<file path="src/rtl/gb_joypad_p1_reg_pkg.sv">
// Shared constants and types for the JOYP/P1 register at FF00.
// Optional column debounce is selected with JOYPAD_DEBOUNCE_EN.
package gb_joypad_pkg;

    localparam logic [15:0] JOYP_ADDR      = 16'hFF00;
    localparam logic [1:0]  JOYP_SEL_RESET = 2'b11;
    localparam logic [1:0]  JOYP_UNUSED    = 2'b11;
    localparam int          IF_JOYPAD_BIT  = 4;

    typedef logic [3:0] joyp_nib_t;

    // With both rows deselected the column lines float high.
    function automatic joyp_nib_t joyp_effective_nib(input logic [1:0] sel, input joyp_nib_t filt);
        return (sel == JOYP_SEL_RESET) ? 4'hF : filt;
    endfunction

endpackage

</file>
<file path="src/rtl/gb_joypad_p1_reg_if.sv">
// CPU bus slice seen by the JOYP register: address, strobes, write data and registered read data.
// valid/ready: cpu_wr and cpu_rd are single-cycle strobes, always accepted; cpu_rdata is valid one cycle after cpu_rd.
interface gb_joypad_p1_reg_if;
    logic [15:0] cpu_addr;
    logic        cpu_wr;
    logic        cpu_rd;
    logic [7:0]  cpu_wdata;
    logic [7:0]  cpu_rdata;

    modport master (output cpu_addr, output cpu_wr, output cpu_rd, output cpu_wdata, input cpu_rdata);
    modport slave  (input cpu_addr, input cpu_wr, input cpu_rd, input cpu_wdata, output cpu_rdata);
endinterface

</file>
<file path="src/rtl/gb_joypad_p1_reg_input_filter.sv">
// Four-lane column synchronizer with an optional per-lane debounce counter (JOYPAD_DEBOUNCE_EN).
module gb_joypad_input_filter
    import gb_joypad_pkg::*;
#(
    parameter int SYNC_STAGES     = 2,
    parameter int DEBOUNCE_CYCLES = 4
) (
    input  logic      clk,
    input  logic      reset,
    input  joyp_nib_t raw,
    output joyp_nib_t filt
);

    joyp_nib_t sync_q [SYNC_STAGES];
    joyp_nib_t synced;

    always_ff @(posedge clk) begin
        if (reset) begin
            for (int i = 0; i < SYNC_STAGES; i++) sync_q[i] <= 4'hF;
        end else begin
            sync_q[0] <= raw;
            for (int i = 1; i < SYNC_STAGES; i++) sync_q[i] <= sync_q[i-1];
        end
    end

    assign synced = sync_q[SYNC_STAGES-1];

`ifdef JOYPAD_DEBOUNCE_EN
    localparam int CW = $clog2(DEBOUNCE_CYCLES + 1);
    localparam logic [CW-1:0] CNT_LAST = CW'(DEBOUNCE_CYCLES - 1);

    logic [CW-1:0] cnt_q [4];
    logic [CW-1:0] cnt_d [4];
    joyp_nib_t     filt_q, filt_d;

    // A lane only follows the synced value after it has differed for DEBOUNCE_CYCLES samples in a row.
    always_comb begin
        filt_d = filt_q;
        for (int b = 0; b < 4; b++) begin
            cnt_d[b] = '0;
            if (synced[b] != filt_q[b]) begin
                if (cnt_q[b] == CNT_LAST) filt_d[b] = synced[b];
                else                      cnt_d[b] = cnt_q[b] + 1'b1;
            end
        end
    end

    always_ff @(posedge clk) begin
        if (reset) begin
            filt_q <= 4'hF;
            for (int b = 0; b < 4; b++) cnt_q[b] <= '0;
        end else begin
            filt_q <= filt_d;
            for (int b = 0; b < 4; b++) cnt_q[b] <= cnt_d[b];
        end
    end

    assign filt = filt_q;
`else
    assign filt = synced;
`endif

endmodule

</file>
<file path="src/rtl/gb_joypad_p1_reg.sv">
// JOYP/P1 register: row-select flops, registered FF00 read mux and falling-edge joypad interrupt.
// Column debounce is enabled by defining JOYPAD_DEBOUNCE_EN.
module gb_joypad_p1_reg
    import gb_joypad_pkg::*;
#(
    parameter int SYNC_STAGES     = 2,
    parameter int DEBOUNCE_CYCLES = 4
) (
    input  logic                clk,
    input  logic                reset,
    gb_joypad_p1_reg_if.slave   bus,
    input  logic                P10,
    input  logic                P11,
    input  logic                P12,
    input  logic                P13,
    output logic                P14,
    output logic                P15,
    output logic                irq_joypad
);

    logic [1:0] sel_q, sel_d;
    joyp_nib_t  prev_q, filt, nib;
    logic [7:0] rdata_q, rdata_d;
    logic       irq_q, irq_d;
    logic       wr_hit, rd_hit;

    gb_joypad_input_filter #(
        .SYNC_STAGES     (SYNC_STAGES),
        .DEBOUNCE_CYCLES (DEBOUNCE_CYCLES)
    ) u_filter (
        .clk   (clk),
        .reset (reset),
        .raw   ({P13, P12, P11, P10}),
        .filt  (filt)
    );

    assign wr_hit = bus.cpu_wr && (bus.cpu_addr == JOYP_ADDR);
    assign rd_hit = bus.cpu_rd && (bus.cpu_addr == JOYP_ADDR);
    assign nib    = joyp_effective_nib(sel_q, filt);

    // Reads see pre-write sel/nib because both come from the current flop values.
    always_comb begin
        sel_d   = wr_hit ? bus.cpu_wdata[5:4] : sel_q;
        rdata_d = rd_hit ? {JOYP_UNUSED, sel_q, nib} : 8'hFF;
        irq_d   = |(prev_q & ~nib);
    end

    always_ff @(posedge clk) begin
        if (reset) begin
            sel_q   <= JOYP_SEL_RESET;
            prev_q  <= 4'hF;
            rdata_q <= 8'hFF;
            irq_q   <= 1'b0;
        end else begin
            sel_q   <= sel_d;
            prev_q  <= nib;
            rdata_q <= rdata_d;
            irq_q   <= irq_d;
        end
    end

    assign P14           = sel_q[0];
    assign P15           = sel_q[1];
    assign bus.cpu_rdata = rdata_q;
    assign irq_joypad    = irq_q;

endmodule

</file>
<file path="src/flat_wrapper.sv">
// flat-port wrapper written by rule: the top's interface ports become plain ports
module gb_joypad_p1_reg_flat import gb_joypad_pkg::*;
#(
    parameter int SYNC_STAGES     = 2,
    parameter int DEBOUNCE_CYCLES = 4
)
  (clk, reset, P10, P11, P12, P13, P14, P15, irq_joypad, bus_cpu_addr, bus_cpu_wr, bus_cpu_rd, bus_cpu_wdata, bus_cpu_rdata);
  gb_joypad_p1_reg_if bus_i ();
  input  logic clk;
  input  logic reset;
  input  logic P10;
  input  logic P11;
  input  logic P12;
  input  logic P13;
  output logic P14;
  output logic P15;
  output logic irq_joypad;
  input wire logic [$bits(bus_i.cpu_addr)-1:0] bus_cpu_addr;
  input wire logic [$bits(bus_i.cpu_wr)-1:0] bus_cpu_wr;
  input wire logic [$bits(bus_i.cpu_rd)-1:0] bus_cpu_rd;
  input wire logic [$bits(bus_i.cpu_wdata)-1:0] bus_cpu_wdata;
  output wire logic [$bits(bus_i.cpu_rdata)-1:0] bus_cpu_rdata;
  assign bus_i.cpu_addr = bus_cpu_addr;
  assign bus_i.cpu_wr = bus_cpu_wr;
  assign bus_i.cpu_rd = bus_cpu_rd;
  assign bus_i.cpu_wdata = bus_cpu_wdata;
  assign bus_cpu_rdata = bus_i.cpu_rdata;
  gb_joypad_p1_reg #(.SYNC_STAGES(SYNC_STAGES), .DEBOUNCE_CYCLES(DEBOUNCE_CYCLES)) u_core (.clk(clk), .reset(reset), .bus(bus_i), .P10(P10), .P11(P11), .P12(P12), .P13(P13), .P14(P14), .P15(P15), .irq_joypad(irq_joypad));
endmodule
</file>
<file path="config.mk">
export PLATFORM = sky130hd
export DESIGN_NAME = gb_joypad_p1_reg_flat
export DESIGN_NICKNAME = d
export VERILOG_FILES = /design/src/rtl/gb_joypad_p1_reg_pkg.sv /design/src/rtl/gb_joypad_p1_reg_if.sv /design/src/rtl/gb_joypad_p1_reg_input_filter.sv /design/src/rtl/gb_joypad_p1_reg.sv /design/src/flat_wrapper.sv
export SDC_FILE = /design/constraint.sdc
export NUM_CORES = 1
export LEC_CHECK = 0
export CAP_MARGIN = 10
export CORE_MARGIN = 2
export CORE_UTILIZATION = 40
export CTS_BUF_LIST = sky130_fd_sc_hd__clkbuf_4
export CTS_CLUSTER_DIAMETER = 150
export DETAILED_ROUTE_END_ITERATION = 12
export PLACE_DENSITY = 0.94
export SLEW_MARGIN = 0
export SYNTH_ARGS = -nofsm -noshare
export SYNTH_HDL_FRONTEND = slang
export SYNTH_SLANG_ARGS = --single-unit
</file>
<file path="constraint.sdc">
create_clock -name clk -period 2.8 [get_ports clk]
set_clock_uncertainty 0.2 [all_clocks]
set_input_delay 0.42 -clock clk [delete_from_list [all_inputs] [get_ports clk]]
set_output_delay 0.42 -clock clk [all_outputs]
set_load 0.05 [all_outputs]
</file>
==> metrics, run 1 <==
run status complete, no violations; Worst slew margin about two thirds; total leakage power between 0.4 and 0.5 nW; global-route total usage across every layer around an eighth; I/O pin total 43; CP cell instances clkdlybuf4s50_1 > or4_4 > nor4_4 > nand4b_2 > or2_1; met3 wire length about 56 µm; total die area 2160 µm²; routed length per placed instance 10.1 µm; # DRC 0; post-synthesis compound-gate area fraction 7.97%; netlist area before placement between 700 and 800 µm²; DR top layer met4; maximum number of pins on one net before global-route repair 14; number of instances in the synthesized netlist 64; power density cells between 400 and 500 nW/µm²; routed length on met2 691 µm; share of final-layout standard cells stronger than drive strength 1 between 10% and 20%; post-synth top area share approximately three fifths; multiplexer share of the synthesized area 0%; library cell with the largest summed area after synthesis sky130_fd_sc_hd__dfxtp_1; Nets roughly 130; library cells used by synthesis 21; number of iterations in the first detailed-routing pass 2; max-cap violations 0; number of setup violations in the final report 0; hold-critical path endpoint u_core.u_filter.sync_q[0][6]; setup slack of the worst register-to-register path 1.67 ns; global-route wire length before repair about 1900 µm; depth of the worst register-to-register path 3; buffers inserted during post-CTS setup optimization 0; hold-critical path depth 1; slew at the pin with the worst max-slew slack between 0.5 and 0.6 ns; Worst Setup End Kind flop; Antenna diodes 0; largest cells by area after synthesis sky130_fd_sc_hd__dfxtp_1 (58%), sky130_fd_sc_hd__or2_2 (6.9%), sky130_fd_sc_hd__nand2b_1 (5.2%), sky130_fd_sc_hd__or2_1 (3.5%), sky130_fd_sc_hd__nor4_4 (2.9%); final setup TNS 0 ns; Worst path slowest cell sky130_fd_sc_hd__or4_4; number of buffers created by CTS 3; final critical path time including I/O delays and setup between 2 and 2.5 ns; clk sink count 21; floorplan die width around 46 µm; hold crit path type reg -> reg; via count of the first global-routing pass 479; mean instance size in the synthesized netlist between 10 and 15 µm²; pre-CTS setup slack 0.263 ns; Crit Path Category in -> reg; starting density of the core a little over two fifths; Required @ worst endpoint approximately 2.8 ns; area taken by flip-flops and latches between 400 and 500 µm²; WP data arrival around 2.2 ns; aggregate routed wire length 1260 µm; clock-pin slew on the worst setup and hold paths between 0.1 and 0.15 ns; critical path buffer and inverter count 1; achievable frequency approximately 450 MHz; cell family with most CP delay simple AND/OR/NAND/NOR gates; startpoint type of the worst setup path primary input; Post-Synth Adder-Cell Area 0%; clk buf depth 2; PortBufs 34; # fillers between 100 and 150; area share of and/or/nand/nor cells after synthesis 28.6%; vias post-DR 530; worst reg2reg endpoint u_core.bus.cpu_rdata[0]; final worst setup slack between 0.5 and 0.6 ns; number of cells upsized or downsized after cts 0; area taken by multi-input logic gates roughly 270 µm²; Starting DRT DRC Count 8; HPWL after detailed placement slightly below 1000 µm; flip-flop and latch count after synthesis 21; die height ~46 µm; Max Fanout on Critical Path 5; leftover overflow at the end of global routing 0; XOR/XNOR Fraction of Synth Area 0%; Min-Delay Startpoint u_core.u_filter.sync_q[0][2]; H-tree Lvls 1; wire length the detailed router placed on met1 roughly 500 µm; Core Box Area ~1700 µm²; routability congestion estimate ~0.75; drt via density 4.24; number of endpoints with negative hold slack in the final report 0; area added between synthesis and finish 53.2%; worst vdd ir roughly 0.27 mV; Skew-Pair Late Insertion Delay around 0.3 ns; RSZ-0062 raised after global routing false; launch point of the worst reg-to-reg path u_core.sel_q[0]; hold buffer count at cts 0; remaining number of nets flagged by the antenna check after routing 0; number of rows in the core area 15; period utilization approximately four fifths; clock root buffer sky130_fd_sc_hd__clkbuf_4; final number of max-transition violations 0; initial antenna violation count 0; Critical Path Max Stage Delay 0.55 ns; TritonCTS clock tree done; count of warnings emitted by yosys 0; combinational family with the most area after synthesis simple AND/OR/NAND/NOR gates; share of synthesized area occupied by flip-flops and latches between 50 and 60%
## cell usage in the layout, fill, tap and decap left out
cell,n
sky130_fd_sc_hd__clkdlybuf4s50_1,34
sky130_fd_sc_hd__dfxtp_1,21
sky130_fd_sc_hd__or2_2,8
sky130_fd_sc_hd__nand2b_1,6
sky130_fd_sc_hd__or2_1,4
sky130_fd_sc_hd__inv_1,4
sky130_fd_sc_hd__clkbuf_4,3
sky130_fd_sc_hd__nand2_1,2
sky130_fd_sc_hd__a31o_2,2
sky130_fd_sc_hd__a21o_1,2
sky130_fd_sc_hd__o22ai_1,2
sky130_fd_sc_hd__conb_1,2
sky130_fd_sc_hd__or4_4,1
sky130_fd_sc_hd__or4b_4,1
sky130_fd_sc_hd__nand4b_1,1
sky130_fd_sc_hd__nand4_1,1
sky130_fd_sc_hd__nor4_4,1
sky130_fd_sc_hd__and3b_2,1
sky130_fd_sc_hd__nand4b_2,1
sky130_fd_sc_hd__a21oi_1,1
sky130_fd_sc_hd__o21a_1,1
sky130_fd_sc_hd__clkinv_2,1
## registers in the layout (all words and copies together) (netlist names)
signal,count
u_core.bus.cpu_rdata,6
u_core.prev_q,4
u_core.u_filter.sync_q,8
u_core.irq_joypad,1
u_core.sel_q,2
## stage by stage
| stage | cells | power [mW] | utilization [%] | area [µm²] | hold slack, ns |
|---|---|---|---|---|---|
| after CTS | 125 | 0.509 | 64.8 | 1110 | 0.224 |
| after global placement | 121 | 0.365 | 63.2 | 1080 | 0.192 |
| after global routing | 125 | 0.520 | 64.8 | 1110 | 0.245 |
| after detailed placement | 121 | 0.367 | 63.2 | 1080 | 0.196 |
| final | 125 | 0.501 | 64.8 | 1110 | 0.221 |
| after floorplan | 65 | 0.332 | - | 726 | 0.189 |
## kinds of logic after synthesis
kind of cell    after synthesis
simple gates                 27
other cells                   1
compound gates                8
buf+inv                       7
flops                        21
## cells in the mapped netlist
cell	n
sky130_fd_sc_hd__a21o_1	2
sky130_fd_sc_hd__a21oi_1	1
sky130_fd_sc_hd__a31o_2	2
sky130_fd_sc_hd__and3b_2	1
sky130_fd_sc_hd__buf_4	2
sky130_fd_sc_hd__clkbuf_1	1
sky130_fd_sc_hd__conb_1	1
sky130_fd_sc_hd__dfxtp_1	21
sky130_fd_sc_hd__inv_1	4
sky130_fd_sc_hd__nand2_1	2
sky130_fd_sc_hd__nand2b_1	6
sky130_fd_sc_hd__nand4_1	1
sky130_fd_sc_hd__nand4b_1	1
sky130_fd_sc_hd__nand4b_2	1
sky130_fd_sc_hd__nor4_4	1
sky130_fd_sc_hd__o21a_1	1
sky130_fd_sc_hd__o22ai_1	2
sky130_fd_sc_hd__or2_1	4
sky130_fd_sc_hd__or2_2	8
sky130_fd_sc_hd__or4_4	1
sky130_fd_sc_hd__or4b_4	1
## worst max-delay path by stage
stage,startpoint,to,cells after the start
floorplan,bus_cpu_addr[1],u_core.bus.cpu_rdata[0],4
global placement,bus_cpu_addr[1],u_core.bus.cpu_rdata[2],5
detailed placement,bus_cpu_addr[1],u_core.bus.cpu_rdata[0],5
CTS,u_core.sel_q[0],P14,1
global route,bus_cpu_addr[1],u_core.bus.cpu_rdata[0],5
finish,bus_cpu_addr[1],u_core.bus.cpu_rdata[0],5
## metal layers
layer	vias to the layer above	global-route usage (%)
li1	278	-
met1	234	13.3
met2	16	24.4
met3	2	2.35
met4	0	6.86
met5	-	0
## power breakdown
group,leakage (nW),internal (mW),total (mW),switching (mW)
Combinational,0.273,0.0383,0.0546,0.0163
Clock,0.0177,0.0533,0.141,0.0878
Sequential,0.172,0.304,0.306,0.00185
Total,0.463,0.395,0.501,0.106
## cell type report
type | instances | area share (%)
Inverter | 4 | 1.36
Tap cell | 25 | 2.83
Multi-Input combinational cell | 37 | 24.5
Timing Repair Buffer | 34 | 30.8
Sequential cell | 21 | 38.0
Clock inverter | 1 | 0.452
Clock buffer | 3 | 2.04
(Power assumes the default switching activity.)
==> inputs of run 2 (changes only) <==
Settings changed: CORE_UTILIZATION 40 to 34, PLACE_DENSITY 0.94 to 0.86.
Clock period 2.8 ns to 2 ns, I/O delays scaled along.
==> metrics, run 2 (synthesized netlist as in run 1, its figures left out) <==
run status complete, no violations; Max Fanout on Critical Path 4 (-1); maximum number of pins on one net before global-route repair 14 (unchanged); wire length the detailed router placed on met1 406 µm (-19%); power density cells 616 nW/µm² (+36%); clk buf depth 2 (unchanged); area taken by multi-input logic gates 274 µm² (+0.92%); final setup TNS 0 ns (unchanged); remaining number of nets flagged by the antenna check after routing 0 (unchanged); number of endpoints with negative hold slack in the final report 0 (unchanged); routed length on met2 609 µm (-12%); Core Box Area 1980 µm² (+16%); die height 50.1 µm (+7.7%); routability congestion estimate 0.761 (+1.6%); Required @ worst endpoint 1.99 ns (-0.81 ns); Starting DRT DRC Count 0 (-8); Critical Path Max Stage Delay 0.49 ns (-0.06 ns); PortBufs 34 (unchanged); share of final-layout standard cells stronger than drive strength 1 22.8% (+3.8 points); global-route total usage across every layer 11.0% (-2.0 points); max-cap violations 0 (unchanged); clock root buffer sky130_fd_sc_hd__clkbuf_4; most frequent cells in the layout sky130_fd_sc_hd__clkdlybuf4s50_1 (26), sky130_fd_sc_hd__dfxtp_1 (21), sky130_fd_sc_hd__or2_2 (8), sky130_fd_sc_hd__nand2b_1 (6), sky130_fd_sc_hd__dlymetal6s2s_1 (6); Nets 134 (+0.75%); vias post-DR 552 (+4.2%); final std cell area, no fill 1130 µm² (+2.0%); internal power summed over all cells 0.552 mW (+39%); floorplan die width 50.1 µm (+7.7%); met3 wire length 133 µm (+140%); area taken by flip-flops and latches 420 µm² (unchanged); RSZ-0062 raised after global routing false; Crit Path Category in -> reg; clock-pin slew on the worst setup and hold paths 0.11 ns (about the same); hold crit path type reg -> reg; H-tree Lvls 1 (unchanged); CP cell instances clkdlybuf4s50_1 > or4b_4 > nor4_4 > nand4b_2 > or2_1; Comb pwr share 10.6% (-0.3 points); number of setup violations in the final report 0 (unchanged); initial antenna violation count 0 (unchanged); via count of the first global-routing pass 506 (+5.6%); Antenna diodes 0 (unchanged); Seq pwr share 61.6% (+0.6 points); Largest register FFs 8 (unchanged); # DRC 0 (unchanged); clk sink count 21 (unchanged); buffers inserted during post-CTS setup optimization 0 (unchanged); TritonCTS clock tree done; most common library cell in the layout ignoring fill and taps sky130_fd_sc_hd__clkdlybuf4s50_1; post-placement cell area 1080 µm² (+0.46%); final number of max-transition violations 0 (unchanged); worst vdd ir 0.497 mV (+83%); achievable frequency roughly 520 MHz; global-route wire length before repair 1980 µm (+2.5%); number of rows in the core area 16 (+1); Switch Pwr 0.144 mW (+36%); aggregate routed wire length 1180 µm (-6.7%); total die area 2510 µm² (+16%); leftover overflow at the end of global routing 0 (unchanged); DR top layer met4; Clock Power Share 27.8% (-0.3 points); number of iterations in the first detailed-routing pass 1 (-1); total leakage power 0.523 nW (+13%); final critical path time including I/O delays and setup 1.92 ns; Worst Setup End Kind flop; HPWL after detailed placement 1010 µm (+1.1%); Worst path slowest cell sky130_fd_sc_hd__or4b_4; # fillers 160 (+30%); period utilization between 90 and 100%; drt via density 4.31 (+1.7%); startpoint type of the worst setup path primary input; Skew-Pair Late Insertion Delay 0.30 ns (about the same); Net Sw Frac 20.7% (-0.47 points); register bank with the most flops u_core.u_filter.sync_q; number of buffers created by CTS 3 (unchanged); area added between synthesis and finish 56.3%; I/O pin total 43 (unchanged); routed length per placed instance 9.21 µm (-8.9%); starting density of the core 36.4% (-5.8 points); post-layout utilization of the core 56.9% (-7.8 points); WP data arrival 1.91 ns (-0.30 ns)
run 2: changes by cell type in the layout (fill, tap and decap cells not counted):
cell                              change
sky130_fd_sc_hd__nand2_1              -1
sky130_fd_sc_hd__clkdlybuf4s50_1      -8
sky130_fd_sc_hd__nand2_2              +1
sky130_fd_sc_hd__buf_4                +3
sky130_fd_sc_hd__dlymetal6s2s_1       +6
run 2: worst max-delay path: cells and delay by family:
kind / cells / cell delay (ns)
buf+inv: 1 / 0.39
simple gates: 4 / 1.22
run 2: repair_timing:
item | in CTS | in global routing
pin swaps | 3 | 5
setup endpoints to repair | 4 | 6
resized for setup | 1 | 6
hold buffers | 0 | 0
run 2: area by class of cell:
cell class | count | area share [%]
multi-input cells | 37 | 24.3
well taps | 27 | 2.99
inverters | 4 | 1.33
clock inverters | 1 | 0.443
repair buffers | 35 | 31.7
flip-flops and latches | 21 | 37.3
clock buffers | 3 | 2.00
run 2: metal layers:
layer / global-route usage, % / up-vias
li1: - / 281
met5: 0 / -
met2: 20.0 / 30
met4: 6.94 / 0
met3: 5.76 / 5
met1: 9.19 / 236
run 2: path summary, 6_finish.rpt:
kind	start	end	slack [ns]	cells past startpoint
hold / removal	u_core.u_filter.sync_q[0][2]	u_core.u_filter.sync_q[0][6]	0.22	1
setup / recovery	bus_cpu_addr[5]	u_core.bus.cpu_rdata[1]	0.08	5
hold reg to reg	u_core.u_filter.sync_q[0][2]	u_core.u_filter.sync_q[0][6]	0.22	1
setup reg to reg	u_core.sel_q[0]	u_core.irq_joypad	0.84	2
run 2: power groups by stage:
| stage | logic, mW | clock network, mW | registers, mW |
|---|---|---|---|
| floorplan | 0.0279 | 0 | 0.437 |
| global placement | 0.0742 | 0 | 0.437 |
| detailed placement | 0.0764 | 0 | 0.438 |
| CTS | 0.0769 | 0.198 | 0.428 |
| global route | 0.0800 | 0.218 | 0.429 |
| finish | 0.0739 | 0.193 | 0.428 |
run 2: metrics by stage:
step,instances,power [mW],hold slack (ns),setup slack (ns)
6_report,128,0.695,0.223,0.0816
5_1_grt,128,0.727,0.234,0.0163
3_3_place_gp,124,0.512,0.192,-0.304
2_1_floorplan,65,0.465,0.189,0.128
4_1_cts,128,0.703,0.225,0.00490
3_5_place_dp,124,0.514,0.199,-0.343
